--- config.mk ---
export PLATFORM = sky130hd
export DESIGN_NAME = demux_router
export DESIGN_NICKNAME = d
export VERILOG_FILES = /design/src/rtl/demux_pkg.sv /design/src/rtl/demux_slot.sv /design/src/rtl/demux_router.sv
export SDC_FILE = /design/constraint.sdc
export NUM_CORES = 1
export LEC_CHECK = 0
export BUFFER_PORTS_ARGS = -buffer_cell sky130_fd_sc_hd__buf_2
export CAP_MARGIN = 20
export CORE_ASPECT_RATIO = 0.6
export CORE_UTILIZATION = 25
export CTS_CLUSTER_DIAMETER = 60
export DETAILED_ROUTE_END_ITERATION = 10
export GPL_TIMING_DRIVEN = 0
export PLACE_DENSITY_LB_ADDON = 0.3
export RECOVER_POWER = 50
export SLEW_MARGIN = 0
export SYNTH_ARGS = -nofsm -noshare
export SYNTH_HDL_FRONTEND = slang
export SYNTH_SLANG_ARGS = --single-unit
--- constraint.sdc ---
create_clock -name clk -period 2.2 [get_ports clk]
set_input_delay 0.11 -clock clk [delete_from_list [all_inputs] [get_ports clk]]
set_output_delay 0.11 -clock clk [all_outputs]
set_load 0.02 [all_outputs]
--- src/rtl/demux_pkg.sv ---
// rtl/demux_pkg.sv - shared types, constants and helpers for demux_router
package demux_pkg;

   // Widest drop counter supported; CNT_MAX is sliced down to the actual width.
   localparam int CNT_W_MAX = 32;
   localparam logic [CNT_W_MAX-1:0] CNT_MAX = '1;

   typedef enum logic {
      SLOT_EMPTY = 1'b0,
      SLOT_FULL  = 1'b1
   } slot_state_t;

   function automatic int clog2(input int value);
      int result;
      result = 0;
      while ((1 << result) < value) begin
         result = result + 1;
      end
      return result;
   endfunction

endpackage

--- src/rtl/demux_slot.sv ---
// rtl/demux_slot.sv - one-entry holding register with valid/ready on both sides
module demux_slot
   import demux_pkg::*;
#(
   parameter int DATA_W = 8
) (
   input  logic              clk,
   input  logic              rst,
   input  logic              in_valid,
   output logic              in_ready,
   input  logic [DATA_W-1:0] in_data,
   output logic              out_valid,
   input  logic              out_ready,
   output logic [DATA_W-1:0] out_data
);

   slot_state_t       state;
   logic [DATA_W-1:0] data_q;
   logic              wr;

   // A full slot still accepts when it drains in the same cycle.
   assign in_ready  = (state == SLOT_EMPTY) || out_ready;
   assign wr        = in_valid && in_ready;
   assign out_valid = (state == SLOT_FULL);
   assign out_data  = data_q;

   always_ff @(posedge clk) begin
      if (rst) begin
         state  <= SLOT_EMPTY;
         data_q <= '0;
      end else if (wr) begin
         state  <= SLOT_FULL;
         data_q <= in_data;
      end else if (out_ready && (state == SLOT_FULL)) begin
         state  <= SLOT_EMPTY;
      end
   end

endmodule

--- src/rtl/demux_router.sv ---
// rtl/demux_router.sv - routes one valid/ready stream to NUM_OUT buffered outputs
module demux_router
   import demux_pkg::*;
#(
   parameter int DATA_W  = 8,
   parameter int NUM_OUT = 4,
   parameter int SEL_W   = 2,
   parameter int CNT_W   = 8
) (
   input  logic                      clk,
   input  logic                      rst,
   input  logic                      in_valid,
   output logic                      in_ready,
   input  logic [DATA_W-1:0]         in_data,
   input  logic [SEL_W-1:0]          in_sel,
   output logic [NUM_OUT-1:0]        out_valid,
   input  logic [NUM_OUT-1:0]        out_ready,
   output logic [NUM_OUT*DATA_W-1:0] out_data,
   output logic [CNT_W-1:0]          drop_cnt,
   output logic                      err_sticky
);

   localparam int SEL_SPAN = 2 ** SEL_W;

   generate
      if (clog2(NUM_OUT) > SEL_W || CNT_W > CNT_W_MAX || NUM_OUT < 2) begin : g_bad_params
         $error("demux_router: illegal parameter combination");
      end
   endgenerate

   logic [NUM_OUT-1:0]  slot_ready;
   logic [NUM_OUT-1:0]  slot_wr;
   logic [SEL_SPAN-1:0] ready_span;
   logic                sel_ok;
   logic                drop;
   logic                cnt_sat;

   // Unused select codes read as ready so out-of-range beats are always consumed.
   always_comb begin
      ready_span                = '1;
      ready_span[NUM_OUT-1:0]   = slot_ready;
      sel_ok                    = (32'(in_sel) < NUM_OUT);
      in_ready                  = !rst && ready_span[in_sel];
      drop                      = in_valid && !rst && !sel_ok;
   end

   assign cnt_sat = (drop_cnt == CNT_MAX[CNT_W-1:0]);

   genvar k;
   generate
      for (k = 0; k < NUM_OUT; k++) begin : g_slot
         assign slot_wr[k] = in_valid && !rst && (in_sel == SEL_W'(k));

         demux_slot #(
            .DATA_W (DATA_W)
         ) u_slot (
            .clk       (clk),
            .rst       (rst),
            .in_valid  (slot_wr[k]),
            .in_ready  (slot_ready[k]),
            .in_data   (in_data),
            .out_valid (out_valid[k]),
            .out_ready (out_ready[k]),
            .out_data  (out_data[k*DATA_W +: DATA_W])
         );
      end
   endgenerate

   always_ff @(posedge clk) begin
      if (rst) begin
         drop_cnt   <= '0;
         err_sticky <= 1'b0;
      end else if (drop) begin
         if (!cnt_sat) begin
            drop_cnt <= drop_cnt + 1'b1;
         end
         err_sticky <= 1'b1;
      end
   end

endmodule
==> flow_summary.toml <==
[run_status]
status = "finished, final reports clean"

[worst_setup_path]
start_kind = "flop"
setup.worst_path.class = "flop to output port"
r2r-start = "g_slot[3].u_slot.out_valid$_SDFFE_PP0P_"
reg2reg_slack_ns = 0.85
crit_arrival_ns = 1.81
worst_r2r_path_depth = 3
critPathRequiredTime_ns = 2.09
path_max_fanout = 9
end_kind = "output port"
r2r-end = "g_slot[3].u_slot.out_data[0]$_SDFFE_PP0P_"

[floorplanning]
core_area_um2 = 6331
placementRows = 22
initial_core_util_pct = 26.74
io_pins = 63
die_height_um = 65.74
dieWidth_um = 108.2
die-area_um2 = 7115

[timing]
finalSetupTns_ns = 0
slew_headroom_pct = 59.75
fin_ws_ns = 0.2801
timing.final.max_slew_violations = 0
post-route-min-period_ns = 1.920
rsz0062_at_grt = "false"
setup_viol = 0
fmax_mhz = 520.9
tightest_slew_ns = 0.6037
fin_worst_skew_ns = 0.003391
hold_viol = 0
holdWs_ns = 0.1304
period_share_pct = 87.27

[grt]
grt_pass1_vias = 1409
grt_overflow = 0
antenna_found_initial = 0
grt_pass1_wl_um = 7659
grt_max_degree = 12
grt_use_total_pct = 14.53

[yosys]
syn-instance-count = 181
synth_edf_count = 0
yosys_warnings = 0
avgSynthCellArea_um2 = 9.353
ys_types = 31
yosysSeqAreaShare_pct = 42.57
synthesis.area_um2 = 1693
ys_seq_elements = 36
async_flop_share_pct = 0
synth_ff_type = "dfxtp_1"

[finish]
drive_gt1_share_pct = 22.18
fin_nets = 264
utilization_pct = 34.55
fill_cells = 703
diodes = 0
design_area_um2 = 2187
syn_to_final_growth_pct = 29.19
final_cell_mix = "46 x clkbuf_1, 36 x dfxtp_1, 18 x a21oi_1, 17 x buf_2, 16 x nand4_1"
instances_no_fill = 332
mostFrequentLayoutCell = "clkbuf_1"

[clock_network]
cts_tree = "built"
path_clk_slew_ns = 0.06
clk_latency_ns = 0.28
clk_path_buf_depth = 2
cts.sinks = 36
cts_setup_buffers = 0
holdBufCountCts = 0
cts_buffers = 5
h-tree-depth = 2
cts.repair.resized = 0
cts-root-buf = "clkbuf_16"

[placed_design]
dpl_cell_area_um2 = 2083
hpwl_um = 3662
dp_slack_ns = 0.5666
gp_congestion = 0.7265
io_buffer_count = 51
place_inst = 324

[min_path]
min_to = "g_slot[3].u_slot.out_valid$_SDFFE_PP0P_"
min_path_type = "input port to flop"
min_from = "in_sel[1]"
hold_path_depth = 3

[routing]
dr.pass1.iters = 4
drcViolationCount = 0
detail_route.iter0.violations = 65
num_vias = 1605
ant_nets = 0
routed_wl_um = 4966
wl_per_cell_um = 14.96
viasPerCell = 4.834

[pwr]
p_per_area_nw_per_um2 = 728.5
fin_total_pwr_mw = 1.593
leakage_nw = 0.8418
vdd_drop_max_uv = 368.4

[run]
maxCapViolations = 0
## how the worst max path moves through the flow
stage	startpoint	end	slack, ns	cells after the start
after floorplan	g_slot[0].u_slot.out_valid$_SDFFE_PP0P_	in_ready	0.68	4
after global placement	g_slot[0].u_slot.out_valid$_SDFFE_PP0P_	in_ready	0.56	5
after detailed placement	g_slot[0].u_slot.out_valid$_SDFFE_PP0P_	in_ready	0.57	5
after CTS	g_slot[0].u_slot.out_valid$_SDFFE_PP0P_	in_ready	0.26	5
after global routing	g_slot[0].u_slot.out_valid$_SDFFE_PP0P_	in_ready	0.17	5
final	g_slot[0].u_slot.out_valid$_SDFFE_PP0P_	in_ready	0.28	5
## report_power, final
part           switching, mW  leakage, nW  internal, mW
registers             0.0109        0.292         0.672
logic                  0.128        0.473        0.0666
clock network          0.269       0.0766         0.446
total                  0.409        0.842          1.18
## worst max-delay path: stages, from the launching register on
cell      delay [ns]
dfxtp_1         0.32
nor2b_1         0.12
clkbuf_1        0.27
mux4_2          0.53
nor2_1          0.11
buf_2           0.18
## registers in the layout, summed over array words and instances, names as in the netlist
name                     flops
g_slot.u_slot.out_data      32
g_slot.u_slot.out_valid      4
## per-layer routing
layer	share of wire, %	up-vias	GRT usage [%]
met1	48	747	22.30
met4	0.48	0	3.082
li1	-	774	-
met3	12	2	5.655
met5	0	-	0
met2	40	82	18.15
## area by class of cell
class                      count  area, µm²  share of cell area [%]
sequential                    36      720.7                   32.95
multi-input combinational    120      797.0                   36.44
inverter                       3      11.26                  0.5149
tap                           84      105.1                   4.805
buffer                        30      193.9                   8.867
timing repair buffer          51      210.2                   9.611
clock buffer                   6      138.9                   6.350
clock inverter                 2      10.01                  0.4577
## kinds of logic (layout without fill, tap and decap cells)
kind of cell,Yosys count,count (layout),share of synthesized area (%)
AOI/OAI and AO/OA,44,44,18.18
buffers and inverters,33,92,12.12
DFF,36,36,42.57
muxes,9,9,6.652
other,1,9,0.2215
and+or+nand+nor,58,58,20.25
## synthesized netlist by cell type (all sizes together), types with 2 or more instances
library cell   n  area share (%)
a21oi         18             5.3
nand2          8             1.8
inv            2            0.44
nor2b         12             4.4
nand2b         3             1.1
mux2           8             5.3
nor2           4             1.0
o31ai          8             3.5
nand4         16             5.9
o21ai          8             2.4
clkbuf        10             2.2
a31oi          2            0.74
buf           20             9.2
dfxtp         36              43
nand3         10             3.0
o311ai         8             6.2
No activity file was read; power rests on OpenSTA's default activity.
